$ cat src/rtl/rat_stack_pkg.sv
// rtl/rat_stack_pkg.sv - shared types and op decode for the RAT return-address stack
package rat_stack_pkg;

  // Width of a RAT program counter value
  localparam int RAT_PC_W = 10;

  typedef logic [RAT_PC_W-1:0] rat_addr_t;

  // Stack operation requested this cycle, decoded from {push, pop}
  typedef enum logic [1:0] {
    RS_NOP     = 2'b00,
    RS_PUSH_OP = 2'b01,
    RS_POP_OP  = 2'b10,
    RS_REPL_OP = 2'b11
  } rs_op_t;

  // Map the raw control-unit strobes onto a single operation code
  function automatic rs_op_t decode_op(input logic push, input logic pop);
    rs_op_t op;
    case ({push, pop})
      2'b10:   op = RS_PUSH_OP;
      2'b01:   op = RS_POP_OP;
      2'b11:   op = RS_REPL_OP;
      default: op = RS_NOP;
    endcase
    return op;
  endfunction

endpackage

$ cat src/rtl/ret_addr_stack.sv
// rtl/ret_addr_stack.sv - CALL/RET return-address stack; RET_ADDR_STACK_WRAP_EN makes push-while-full circular
module ret_addr_stack
  import rat_stack_pkg::*;
#(
  parameter int ADDR_W = RAT_PC_W,
  parameter int DEPTH  = 8,
  parameter int CNT_W  = $clog2(DEPTH + 1)
) (
  input  logic              RS_CLK,
  input  logic              RS_RST,
  input  logic              RS_PUSH,
  input  logic [ADDR_W-1:0] RS_ADDR_IN,
  input  logic              RS_POP,
  input  logic              RS_ERR_CLR,
  output logic [ADDR_W-1:0] RS_TOP_ADDR,
  output logic              RS_EMPTY,
  output logic              RS_FULL,
  output logic [CNT_W-1:0]  RS_COUNT,
  output logic              RS_OVF,
  output logic              RS_UNF
);

  localparam int PTR_W = (DEPTH > 1) ? $clog2(DEPTH) : 1;
  localparam logic [CNT_W-1:0] CNT_FULL = CNT_W'(DEPTH);

  // Entry storage; kept as flops so the top can be read without a RAM cycle
  logic [ADDR_W-1:0] mem [DEPTH];

  // sp points at the next free slot; the top entry sits at sp-1
  logic [PTR_W-1:0] sp;
  logic [CNT_W-1:0] count;
  logic             ovf;
  logic             unf;

  rs_op_t           op;
  logic             empty;
  logic             full;
  logic [PTR_W-1:0] top_idx;

  logic             wr_en;
  logic [PTR_W-1:0] wr_idx;
  logic [PTR_W-1:0] sp_nxt;
  logic [CNT_W-1:0] count_nxt;
  logic             ovf_set;
  logic             unf_set;

  // Decode the strobes and derive status from registered state only
  always_comb begin
    op      = decode_op(RS_PUSH, RS_POP);
    empty   = (count == '0);
    full    = (count == CNT_FULL);
    top_idx = sp - PTR_W'(1);
  end

  // Work out the write, pointer, count and error-set effects of this cycle's op
  always_comb begin
    wr_en     = 1'b0;
    wr_idx    = sp;
    sp_nxt    = sp;
    count_nxt = count;
    ovf_set   = 1'b0;
    unf_set   = 1'b0;
    case (op)
      RS_PUSH_OP: begin
        if (!full) begin
          wr_en     = 1'b1;
          wr_idx    = sp;
          sp_nxt    = sp + PTR_W'(1);
          count_nxt = count + CNT_W'(1);
        end else begin
          ovf_set = 1'b1;
`ifdef RET_ADDR_STACK_WRAP_EN
          // Full and circular: the slot at sp holds the oldest entry, so
          // writing there discards it while count stays saturated.
          wr_en  = 1'b1;
          wr_idx = sp;
          sp_nxt = sp + PTR_W'(1);
`endif
        end
      end
      RS_POP_OP: begin
        if (!empty) begin
          sp_nxt    = sp - PTR_W'(1);
          count_nxt = count - CNT_W'(1);
        end else begin
          unf_set = 1'b1;
        end
      end
      RS_REPL_OP: begin
        if (!empty) begin
          // Tail-call style: return address replaced in place
          wr_en  = 1'b1;
          wr_idx = top_idx;
        end else begin
          // Nothing to pop, so only the push half takes effect
          wr_en     = 1'b1;
          wr_idx    = sp;
          sp_nxt    = sp + PTR_W'(1);
          count_nxt = CNT_W'(1);
          unf_set   = 1'b1;
        end
      end
      default: begin
        wr_en = 1'b0;
      end
    endcase
  end

  // Storage write; contents are not reset since count gates visibility
  always_ff @(posedge RS_CLK) begin
    if (!RS_RST && wr_en) begin
      mem[wr_idx] <= RS_ADDR_IN;
    end
  end

  // Pointer, occupancy and sticky error flags; a new error beats a clear
  always_ff @(posedge RS_CLK) begin
    if (RS_RST) begin
      sp    <= '0;
      count <= '0;
      ovf   <= 1'b0;
      unf   <= 1'b0;
    end else begin
      sp    <= sp_nxt;
      count <= count_nxt;
      ovf   <= (ovf & ~RS_ERR_CLR) | ovf_set;
      unf   <= (unf & ~RS_ERR_CLR) | unf_set;
    end
  end

  // Outputs come straight from state so the pop cycle can sample the top
  always_comb begin
    RS_TOP_ADDR = empty ? '0 : mem[top_idx];
    RS_EMPTY    = empty;
    RS_FULL     = full;
    RS_COUNT    = count;
    RS_OVF      = ovf;
    RS_UNF      = unf;
  end

endmodule

$ cat config.mk
export PLATFORM = sky130hd
export DESIGN_NAME = ret_addr_stack
export DESIGN_NICKNAME = d
export VERILOG_FILES = /design/src/rtl/rat_stack_pkg.sv /design/src/rtl/ret_addr_stack.sv
export SDC_FILE = /design/constraint.sdc
export NUM_CORES = 1
export LEC_CHECK = 0
export CAP_MARGIN = 20
export CORE_ASPECT_RATIO = 0.6
export CORE_UTILIZATION = 37
export CTS_CLUSTER_DIAMETER = 150
export CTS_CLUSTER_SIZE = 14
export DETAILED_ROUTE_END_ITERATION = 7
export GPL_TIMING_DRIVEN = 0
export HOLD_SLACK_MARGIN = 0.1
export PLACE_DENSITY = 0.63
export SYNTH_ARGS = -nofsm -noshare
export SYNTH_HDL_FRONTEND = slang
export SYNTH_SLANG_ARGS = --single-unit
$ cat constraint.sdc
create_clock -name RS_CLK -period 3.5 [get_ports RS_CLK]
set_input_delay 0.7 -clock RS_CLK [delete_from_list [all_inputs] [get_ports RS_CLK]]
set_output_delay 0.7 -clock RS_CLK [all_outputs]
set_load 0.02 [all_outputs]
==> reports/results.ini <==
[power]
combinationalPowerShare_pct=24.9
total_power_mw=2.77
seq_power_share_pct=44.2
switchingPower_uw=801
p_int_mw=1.97
power_density_nw_per_um2=591
power_leakage_nw=1.57
irDropWorstVdd_mv=0.289
power.share.clock_pct=30.9
sw_frac_of_total_pct=28.9

[sta]
setup_viol_count_final=0
drv_slew=0
finalSetupTns_ns=0
slew_headroom_pct=57.3
rsz0062_at_grt=false
fmax_mhz=300
fin_hold_ws_ns=0.470
fin_crit_sh_pct=95.3
hold_violations=0
tightest_slew_ns=0.638
fin_skew_ns=0.00534
fin_crit_ns=3.33

[layout]
syn2layout_area_growth_pct=22.5
fillers=900
multi_input_area_um2=1170
layout-drive-gt1-share_pct=19.3
n_antenna_cell=0
design_area_um2=4690
fin_util_pct=47.1
fin_nets=314
seq_area_um2=2580
layout_commonest_cell=edfxtp_1
final_cell_mix=80 x edfxtp_1, 26 x nand2_1, 22 x clkdlybuf4s50_1, 20 x mux4_2, 18 x nor2_1

[routing]
final_antenna_net_count=0
avgRoutedWirePerCell_um=20.0
drt_wl_total_um=8720
viasPerCell=5.48
vias=2389
firstDrtPassIters=6
drc=0
drtIter0Drc=290

[clock_network]
cts_hold_buf=0
cts_tree=yes
cts_setup_buffers=0
clock_sinks=89
cts-root-buf=clkbuf_16
clk_latency_ns=0.34
clock_path_buffers=2
htree_levels=3
clkSlewWorstSetupHoldPaths_ns=0.06
cts_buffers=9

[worst_setup_path]
crit_type=reg -> out
critical_path_peak_fanout=10
crit_slowest_cell=clkdlybuf4s50_1
worstSetupStartpointType=register
critPathLaunch=RS_COUNT[1]$_SDFFE_PP0P_
path_cells=buf_6 > or4_4 > buf_6 > inv_2 > buf_2 > clkdlybuf4s50_1
cp_data_arrival_time_ns=2.63
crit_top_cell=buf_6
crit_buf_inv=5
end_kind=output pin
required_ns=2.80
r2r_slack_ns=0.62
cp_top_family=buffers and inverters
timing.rr.start=sp[0]$_SDFFE_PP0P_
slowest_delay_ns=0.67

[logic_synthesis]
synthDistinctLibCells=45
avgSynthCellArea_um2=15.6
syn-num-nets=264
ys_async_sr_fraction_pct=0
yosysWarnings=0
synth-main-ff-cell=edfxtp_1
ys_ff_latch=89
netlist_area_um2=3830
synth_edf_count=80
syn_inst=246
ys_seq_area_share_pct=67.5

[global_route]
grt_usage_pct=17.4
grt_pass1_vias=2201
grt_pass1_wl_um=13300
antenna_found_initial=0
grt_max_degree=15
globalRoute.totalOverflow=0

[die]
dieArea_um2=10800
io_pins=33
rows=28
die_w_um=133
initial_core_util_pct=38.5
core_um2=9950
die_height_um=80.8

[placed_design]
hpwlAfterDp_um=5670
portBuffers=32
finalWeightedCongestion=0.801
place_area_um2=4350

[hold_path]
min-delay-start=RS_OVF$_SDFF_PP0_
hp-class=reg -> reg

[flow_run]
cap_violations=0

[status]
status=completed

flip-flops by register name, indices dropped and copies added (netlist names):
signal,count
mem,80
sp,3
RS_COUNT,4
RS_OVF,1
RS_UNF,1
cell usage after synthesis (3+ instances only):
| cell | instances | area (um2) |
|---|---|---|
| nor2_1 | 18 | 67.6 |
| buf_2 | 3 | 15.0 |
| nand2b_1 | 5 | 31.3 |
| nor2b_1 | 4 | 25.0 |
| edfxtp_1 | 80 | 2400 |
| nor3_1 | 3 | 15.0 |
| a31oi_1 | 3 | 18.8 |
| nand2_1 | 27 | 101 |
| dfxtp_1 | 9 | 180 |
| o21ai_0 | 4 | 20.0 |
| a21oi_1 | 14 | 70.1 |
| clkbuf_1 | 7 | 26.3 |
| inv_1 | 5 | 18.8 |
| mux4_2 | 20 | 450 |
| ha_1 | 3 | 37.5 |
power groups by stage:
stage | registers, mW | logic [mW] | clock network (mW)
after floorplan | 1.24 | 0.423 | 0
after global placement | 1.24 | 0.663 | 0
after detailed placement | 1.24 | 0.676 | 0
after CTS | 1.22 | 0.682 | 0.868
after global routing | 1.23 | 0.741 | 0.908
final | 1.22 | 0.690 | 0.857
through the flow:
step	instances	worst slack [ns]
final	436	0.166
after global routing	436	0.0741
after CTS	431	0.0130
after detailed placement	416	-0.888
after global placement	413	-0.855
after floorplan	246	0.409
path summary, 6_finish.rpt:
path	endpoint	cells after the start
max	RS_EMPTY	6
min reg2reg	RS_OVF$_SDFF_PP0_	2
max reg2reg	mem[3][2]$_DFFE_PP_	8
min	RS_OVF$_SDFF_PP0_	2
cells by family (layout without fill, tap and decap cells):
logic type / Yosys count / count (layout) / synth area share (%)
xor+xnor: 2 / 2 / 0.458
simple gates: 73 / 73 / 9.38
compound gates: 39 / 39 / 7.16
buf+inv: 19 / 74 / 2.35
fa+ha+maj: 3 / 3 / 0.981
flops: 89 / 89 / 67.5
mux: 21 / 21 / 12.2
what timing repair did:
item | 4_1_cts | 5_1_grt
gates cloned | 0 | 0
gates resized for setup | 20 | 2
pin swaps | 0 | 0
setup endpoints to repair | 85 | 2
tightest hold or removal path, stage by stage (launching register included):
cell and delay, ns:
dfxtp_1 0.30, nand2b_1 0.06, a21oi_1 0.06
metal layers:
layer  global-route usage, %  vias to the layer above  share of wire, %
li1                        -                     1072                 -
met1                    26.0                     1177                49
met2                    24.5                      129                41
met3                    5.24                       11               9.3
met4                    4.66                        0              0.72
met5                       0                        -                 0
final cells by class:
class	instances	area share (%)
plain buffers	12	1.74
clock buffers	10	4.89
clock inverters	6	0.747
inverters	6	0.481
multi-input cells	138	24.9
flip-flops and latches	89	55.1
well taps	135	3.60
repair buffers	40	8.49
No activity file was read; power rests on OpenSTA's default activity.
